===== config.mk =====
export PLATFORM = sky130hd
export DESIGN_NAME = bit_rate_meter_scheduler
export DESIGN_NICKNAME = d
export VERILOG_FILES = /design/src/rtl/bit_rate_meter_scheduler.sv
export SDC_FILE = /design/constraint.sdc
export NUM_CORES = 1
export LEC_CHECK = 0
export CORE_UTILIZATION = 42
export DETAILED_ROUTE_END_ITERATION = 8
export GPL_TIMING_DRIVEN = 0
export PLACE_DENSITY = 0.74
export SETUP_SLACK_MARGIN = 0.2
export SYNTH_ARGS = -nofsm -noshare
export SYNTH_HDL_FRONTEND = slang
export SYNTH_SLANG_ARGS = --single-unit

===== constraint.sdc =====
create_clock -name clk_i -period 2.04 [get_ports clk_i]
set_input_delay 0.408 -clock clk_i [delete_from_list [all_inputs] [get_ports clk_i]]
set_output_delay 0.408 -clock clk_i [all_outputs]
set_load 0.05 [all_outputs]

===== src/rtl/bit_rate_meter_scheduler.sv =====
// Round-robin scheduler that time-shares a single bit_rate_meter among CH_NUM
// data_valid taps and keeps one result register per channel.
module bit_rate_meter_scheduler #(
    parameter int unsigned CH_NUM      = 4,
    parameter int unsigned RES_WIDTH   = 32,
    parameter int unsigned RST_CYCLES  = 4,
    parameter int unsigned MEAS_CYCLES = 1000,
    localparam int unsigned CH_IDX_W   = (CH_NUM > 1) ? $clog2(CH_NUM) : 1
) (
    input  logic                          clk_i,
    input  logic                          s_rst_i,
    input  logic                          en_i,
    input  logic [CH_NUM-1:0]             ch_mask_i,
    input  logic [CH_NUM-1:0]             data_valid_i,
    output logic                          meter_s_rst_n_o,
    output logic                          meter_valid_o,
    input  logic [RES_WIDTH-1:0]          meter_bit_rate_i,
    output logic [CH_NUM*RES_WIDTH-1:0]   bit_rate_o,
    output logic                          rate_valid_o,
    output logic [CH_IDX_W-1:0]           rate_ch_o,
    output logic                          busy_o
);

    localparam int unsigned CNT_MAX = (RST_CYCLES > MEAS_CYCLES) ? RST_CYCLES : MEAS_CYCLES;
    localparam int unsigned CNT_W   = (CNT_MAX > 0) ? $clog2(CNT_MAX + 1) : 1;

    typedef enum logic [2:0] {
        ST_IDLE,
        ST_SEL,
        ST_RESET,
        ST_MEASURE,
        ST_CAPTURE
    } state_t;

    state_t              state_q, state_d;
    logic [CNT_W-1:0]    cnt_q;
    logic [CH_IDX_W-1:0] cur_ch_q;
    logic [CH_IDX_W-1:0] next_ch;
    logic                found;

    // Search starts one past cur_ch and wraps, so the current channel is checked last.
    always_comb begin
        next_ch = cur_ch_q;
        found   = 1'b0;
        for (int unsigned i = 1; i <= CH_NUM; i++) begin
            if (!found && ch_mask_i[CH_IDX_W'((32'(cur_ch_q) + i) % CH_NUM)]) begin
                next_ch = CH_IDX_W'((32'(cur_ch_q) + i) % CH_NUM);
                found   = 1'b1;
            end
        end
    end

    always_comb begin
        state_d         = state_q;
        meter_s_rst_n_o = 1'b0;
        meter_valid_o   = 1'b0;
        busy_o          = (state_q != ST_IDLE);
        case (state_q)
            ST_IDLE: begin
                if (en_i && |ch_mask_i)
                    state_d = ST_SEL;
            end
            ST_SEL: begin
                state_d = (|ch_mask_i) ? ST_RESET : ST_IDLE;
            end
            ST_RESET: begin
                if (cnt_q == CNT_W'(RST_CYCLES - 1))
                    state_d = ST_MEASURE;
            end
            ST_MEASURE: begin
                meter_s_rst_n_o = 1'b1;
                meter_valid_o   = data_valid_i[cur_ch_q];
                if (cnt_q == CNT_W'(MEAS_CYCLES - 1))
                    state_d = ST_CAPTURE;
            end
            ST_CAPTURE: begin
                meter_s_rst_n_o = 1'b1;
                state_d         = en_i ? ST_SEL : ST_IDLE;
            end
            default: state_d = ST_IDLE;
        endcase
    end

    always_ff @(posedge clk_i) begin
        if (s_rst_i) begin
            state_q      <= ST_IDLE;
            cnt_q        <= '0;
            cur_ch_q     <= CH_IDX_W'(CH_NUM - 1);
            bit_rate_o   <= '0;
            rate_valid_o <= 1'b0;
            rate_ch_o    <= '0;
        end else begin
            state_q      <= state_d;
            rate_valid_o <= 1'b0;
            cnt_q        <= (state_d != state_q) ? '0 : cnt_q + 1'b1;
            if (state_q == ST_SEL && found)
                cur_ch_q <= next_ch;
            if (state_q == ST_CAPTURE) begin
                bit_rate_o[32'(cur_ch_q)*RES_WIDTH +: RES_WIDTH] <= meter_bit_rate_i;
                rate_valid_o <= 1'b1;
                rate_ch_o    <= cur_ch_q;
            end
        end
    end

endmodule


==> key figures, run 1 <==
Status
  – Status: complete, but fails checks
  – Failing checks: setup timing

Power
  – Pleak: around 0.0036 uW
  – Peak supply drop: 0.868 mV
  – P per Cell Area: a little under 800 nW/um^2

Timing
  – Tmin final: 2.09 ns
  – Setup TNS: -0.0510 ns
  – RSZ-0062 raised after global routing: true
  – Fmax: 478 MHz
  – Final setup vio count: 1
  – Final worst slack: -0.0510 ns
  – Slew at the pin closest to its max-slew limit: 0.649 ns
  – Clock Skews: 0.00819 ns
  – Rel. slew slack: 56.7%
  – Slew Limit Fails: 0
  – Endpoints failing hold: 0
  – Tcrit/Tclk final: 102%

Clock tree
  – Number of buffers created by CTS: 17
  – Max Root-Sink Buffers: 2
  – H-tree depth: 4
  – Clock insertion delay at the later pin of the skew report: 0.42 ns
  – Clock transition at the registers of the reported paths: 0.06 ns
  – CTS tree: done
  – Root buf cell: clkbuf_16
  – CTS hold repair buffers: 0
  – CTS Sinks: ~150

Global routing
  – Total GRT Usage: 26.4%
  – Initial antenna violation count: 0
  – Vias in the first global route: between 5000 and 6000
  – First-pass GRT wire length: 29200 um
  – Largest net degree at the start of global routing: 17
  – Total gr overflow: 0

Finish
  – Fin area: 8610 sq um
  – # nets final: 960
  – ANT cells: 0
  – Layout area overhead: 48.5%
  – Layout cells sized above 1: 14.1%

Detailed routing
  – Remaining antenna violation count after routing: 0
  – DRT Wirelength: around 19000 um
  – Vias per inst: about 5.4
  – Vias: 5910
  – Routed WL per cell: 17.0 um
  – DRT iter0 DRCs: 440
  – Drt first pass iters: 5
  – DRC: 0

Floorplanning
  – Total I/O pin count: 177
  – Die Y: 119 um
  – Starting density of the core: ~43%
  – DIE AREA: 14300 sq um
  – Die width: between 100 and 150 um
  – Core Box Area: 13300 sq um
  – Num rows: 42

Yosys
  – Unique cell type count in the Yosys netlist: 48
  – Syn nets: 745
  – Number of flops mapped to enable cells by yosys: 0
  – Number of synthesized register bits: about 150
  – Prevailing post-synth register cell: dfxtp_1
  – Ys Warns: 0
  – Post-synthesis sequential area ratio: 50.4%
  – Cell count after synthesis: 696
  – Synthesized cell area: 5800 sq um
  – Avg Cell Area, Syn: 8.33 sq um
  – Ys async rst share: 0%

Critical path
  – Startpoint Class: flip-flop
  – Max FO, Critical Path: 4
  – Flop-to-flop setup slack: 0.01 ns
  – CP required: ~1.6 ns
  – Worst Reg-to-Reg Cells: 10
  – Critical path endpoint category: output port
  – Critical Setup Path Class: reg2out
  – Critical path data arrival time: 1.68 ns

Place
  – Gpl congestion: between 0.8 and 0.9
  – Place WS: -0.493 ns
  – PortBufs: 176
  – DPL Wire Length: 12400 um
  – Placed cell areas: 7820 sq um

Job
  – Max-cap violations: 0

Worst hold path
  – Worst hold path class: reg2reg
  – Hold Path Cell Cnt: 2
[layer usage]
metal / track usage [%] / share of wire [%] / wire length (um) / vias up
met4: 8.36 / 1.4 / 265 / 0
met5: 0 / 0 / 0 / -
met3: 8.33 / 7.7 / 1450 / 23
li1: - / - / - / 2858
met1: 32.9 / 43 / 8090 / 2802
met2: 43.2 / 48 / 8890 / 227
[kinds of logic after synthesis]
kind of cell	after synthesis	share of synthesized area (%)
muxes	8	2.44
DFF	146	50.4
buffers and inverters	60	5.09
xor gates and xnor gates	8	1.21
and+or+nand+nor	325	26.5
adders and majority gates	6	1.30
AOI/OAI and AO/OA	143	13.0
[cells in the mapped netlist (2+ instances only)]
library cell / instances / area (sq um)
xor2_1: 4 / 35.0
and2_0: 2 / 12.5
clkbuf_1: 32 / 120
clkbuf_2: 2 / 10.0
nor2_1: 10 / 37.5
nor3b_1: 5 / 37.5
xnor2_1: 4 / 35.0
nor3_1: 3 / 15.0
nor4_1: 11 / 68.8
nor4b_1: 2 / 17.5
and2_1: 2 / 12.5
dfxtp_1: 146 / 2920
mux2i_1: 4 / 40.0
nor2b_1: 3 / 18.8
ha_1: 6 / 75.1
nand2_1: 142 / 533
buf_4: 13 / 97.6
o21bai_1: 3 / 22.5
buf_2: 9 / 45.0
mux4_1: 3 / 78.8
nand3_1: 129 / 646
nand4_1: 3 / 18.8
and2_2: 2 / 15.0
a21oi_1: 132 / 661
[power breakdown]
group | internal [uW] | switching (uW)
sequential | 2870 | 22.3
combinational | 334 | 404
clock | 1890 | 1180
[registers in the layout, summed over array words and instances, names as in the netlist]
signal,count
rate_ch_o,2
state_q,3
cnt_q,10
bit_rate_o,128
rate_valid_o,1
cur_ch_q,2
[path summary, 6_finish.rpt]
kind | from | end
min reg2reg | bit_rate_o[60] | bit_rate_o[60]
max | cur_ch_q[0] | meter_valid_o
max reg2reg | cur_ch_q[0] | bit_rate_o[122]
min | bit_rate_o[60] | bit_rate_o[60]
[cells in the final DEF, fill, tap and decap left out, drive strengths merged, types with 2 or more instances in the layout]
cell           count
clkinv             6
nor4b              2
inv                3
nand2            142
buf               45
mux4               4
nor3b              6
nor3               3
nand3            131
dfxtp            146
mux2i              4
ha                 6
and2               6
nand4              3
clkbuf            57
nor4              11
nor2b              3
nor2              10
a21oi            132
xor2               4
xnor2              4
clkdlybuf4s50     39
o21bai             3
dlygate4sd2      134
bufinv             2
[final cells by class]
| class | instances | area (sq um) |
|---|---|---|
| clock buffer | 22 | 474 |
| clock inverter | 10 | 106 |
| inverter | 2 | 7.51 |
| sequential | 146 | 2930 |
| buffer | 58 | 384 |
| tap | 176 | 220 |
| timing repair buffer | 195 | 1750 |
| fill | 1185 | 4740 |
| multi-input combinational | 491 | 2730 |
[worst max-delay path: stages, from the launching register on]
cell     delay, ns
dfxtp_4       0.36
buf_8         0.11
mux4_2        0.50
nor2b_4       0.14
buf_8         0.15
[through the flow]
step | instances | util [%] | hold slack (ns) | total power [uW]
finish | 1100 | 64.5 | 0.446 | 6700
global route | 1100 | 64.5 | 0.463 | 6920
CTS | 1097 | 63.7 | 0.449 | 6700
detailed placement | 1048 | 58.6 | 0.443 | 3490
global placement | 1048 | 58.6 | 0.437 | 3490
floorplan | 696 | - | 0.429 | 3250
[timing repair]
action / in CTS / in global routing
pin swaps: 4 / 3
gates cloned: 4 / 0
hold endpoints to repair: 0 / 0
buffers inserted: 13 / 3
setup endpoints to repair: 266 / 140
gates resized for setup: 185 / 29
Note: power is estimated with default switching activity, not from simulation.
==> inputs of run 2 (changes only) <==
--- a/config.mk
+++ b/config.mk
@@ -5,10 +5,13 @@
 export SDC_FILE = /design/constraint.sdc
 export NUM_CORES = 1
 export LEC_CHECK = 0
-export CORE_UTILIZATION = 42
+export CELL_PAD_IN_SITES_DETAIL_PLACEMENT = 0
+export CELL_PAD_IN_SITES_GLOBAL_PLACEMENT = 1
+export CORE_UTILIZATION = 31
+export CTS_CLUSTER_SIZE = 10
 export DETAILED_ROUTE_END_ITERATION = 8
 export GPL_TIMING_DRIVEN = 0
-export PLACE_DENSITY = 0.74
+export PLACE_DENSITY = 0.75
 export SETUP_SLACK_MARGIN = 0.2
 export SYNTH_ARGS = -nofsm -noshare
 export SYNTH_HDL_FRONTEND = slang
==> run 2 against run 1 <==
  * The run ends with DRC, setup timing left
  * Global-route usage shrank 5.9 points
  * Core utilization fell by 15 points
  * Count of clock-buffer cells in the layout is 1 lower
  * Critical path type unchanged
  * Critical endpoint unchanged
==> key figures, run 2 (same netlist as run 1, synthesis figures left out) <==
Detailed routing
  – DRT iter0 DRCs: 272
  – Vias: 5895
  – Vias per inst: about 5.1
  – Routed WL per cell: 17.5 um
  – Drt first pass iters: 7
  – DRT Wirelength: 20300 um
  – Remaining antenna violation count after routing: 0
  – DRC: 15

Finish
  – Top flop regs: bit_rate_o x128, cnt_q x10, state_q x3
  – Layout area overhead: 55.6%
  – Final core occ: roughly half
  – Storage cell area: 2930 sq um
  – Filler Cell Count: 1816
  – ANT cells: 0
  – Most frequent cells in the layout: 141 x nand2_1, 141 x dfxtp_1, 132 x dlygate4sd2_1, 127 x nand3_1, 113 x a21oi_1
  – Area occupied by multi-input gates: 2770 sq um
  – Fin area: 9020 sq um
  – # nets final: 971
  – Biggest register: bit_rate_o
  – Max FFs per register: 128
  – Layout cells sized above 1: 16.8%

Clock tree
  – Root buf cell: clkbuf_16
  – Clock transition at the registers of the reported paths: 0.06 ns
  – CTS hold repair buffers: 0
  – Clock insertion delay at the later pin of the skew report: 0.42 ns
  – Max Root-Sink Buffers: 2
  – CTS tree: done
  – Number of buffers created by CTS: 17
  – CTS Sinks: 146
  – H-tree depth: 4

Place
  – PortBufs: 176
  – DPL Wire Length: 13600 um
  – Place WS: -0.478 ns
  – Gpl congestion: between 0.7 and 0.8
  – Placed cell areas: 7890 sq um

Timing
  – Endpoints failing hold: 0
  – Slew Limit Fails: 0
  – RSZ-0062 raised after global routing: true
  – Tmin final: 2.06 ns
  – Slew at the pin closest to its max-slew limit: 0.635 ns
  – Clock Skews: 0.0110 ns
  – Rel. slew slack: a little under 60%
  – Fmax: 484 MHz
  – Tcrit/Tclk final: 101%
  – Final worst slack: -0.0249 ns
  – Final setup vio count: 1

Critical path
  – Critical path data arrival time: ~1.7 ns
  – Max FO, Critical Path: 6
  – Startpoint Class: flip-flop
  – Worst path max stage delay: 0.48 ns
  – Critical path endpoint category: output port
  – CP required: 1.63 ns
  – Cell chain of the critical path: buf_12, mux4_2, nor2b_4, buf_6
  – Critical Setup Path Class: reg2out
  – Max stage delay cell, worst path: mux4_2

Floorplanning
  – Total I/O pin count: 177
  – Num rows: 49
  – Die Y: 139 um
  – Die width: 139 um
  – Core Box Area: 18100 sq um
  – Starting density of the core: 31.9%
  – DIE AREA: 19300 sq um

Status
  – Status: complete, but fails checks
  – Failing checks: DRC, setup timing

Global routing
  – Vias in the first global route: 5476
  – First-pass GRT wire length: 30800 um
  – Total GRT Usage: 20.6%
  – Initial antenna violation count: 0
  – Total gr overflow: 0
  – Largest net degree at the start of global routing: 17

Job
  – Max-cap violations: 0

Power
  – P per Cell Area: 788 nW/um^2
  – Peak supply drop: 0.586 mV
  – Pleak: 0.00374 uW

Worst hold path
  – Worst hold path class: reg2reg
[run 2: repair_timing]
| action | CTS | global route |
|---|---|---|
| pin swaps | 2 | 98 |
| setup buffers | 17 | 8 |
| gates resized for setup | 180 | 82 |
| endpoints found under the setup margin | 267 | 140 |
| cloned | 2 | 4 |
[run 2: path summary, 6_finish.rpt]
check | cells after the start | end | start | slack, ns
max | 4 | meter_valid_o | cur_ch_q[0] | -0.02
min | 2 | bit_rate_o[121] | bit_rate_o[121] | 0.45
max reg2reg | 9 | cur_ch_q[0] | cur_ch_q[0] | 0.05
min reg2reg | 2 | bit_rate_o[121] | bit_rate_o[121] | 0.45
[run 2: power by group]
group          internal [uW]  leakage (uW)  switching (uW)
Clock                   2120      0.000308            1260
Sequential              2860       0.00118            19.8
Combinational            404       0.00225             442
[run 2: cell type report]
cell class                      count  share of cell area, %
Buffer                             58                   4.81
Clock buffer                       21                   5.10
Clock inverter                     11                   1.96
Inverter                            2                  0.264
Multi-Input combinational cell    490                   30.7
Sequential cell                   146                   32.5
Tap cell                          229                   3.18
Timing Repair Buffer              207                   21.4
[run 2: critical path: cells and delay by family, from the launching register on]
family                 cells  cell delay [ns]
buffers and inverters      2             0.26
and+or+nand+nor            1             0.14
muxes                      1             0.48
DFF                        1             0.36
[run 2: metal layers]
metal	share of wire [%]	vias up	global-route usage, %
li1	-	2874	-
met1	46	2833	27.3
met2	46	176	32.5
met3	6.9	12	6.39
met4	0.74	0	4.74
met5	0	-	0
[run 2: stage by stage]
step / hold slack [ns] / std cells / setup TNS, ns / power, uW
CTS: 0.448 / 1152 / -0.0440 / 7040
finish: 0.447 / 1164 / -0.0249 / 7110
floorplan: 0.429 / 696 / 0 / 3250
detailed placement: 0.444 / 1101 / -34.64 / 3510
global route: 0.462 / 1164 / -0.183 / 7340
global placement: 0.437 / 1101 / -31.90 / 3510
==> inputs of run 3 (changes only) <==
--- a/config.mk
+++ b/config.mk
@@ -8,7 +8,7 @@
 export CELL_PAD_IN_SITES_DETAIL_PLACEMENT = 0
 export CELL_PAD_IN_SITES_GLOBAL_PLACEMENT = 1
 export CORE_UTILIZATION = 31
-export CTS_CLUSTER_SIZE = 10
+export CTS_CLUSTER_SIZE = 12
 export DETAILED_ROUTE_END_ITERATION = 8
 export GPL_TIMING_DRIVEN = 0
 export PLACE_DENSITY = 0.75
==> results of run 3 <==
No change in the layout: final DEF, timing and power equal those of run 2.
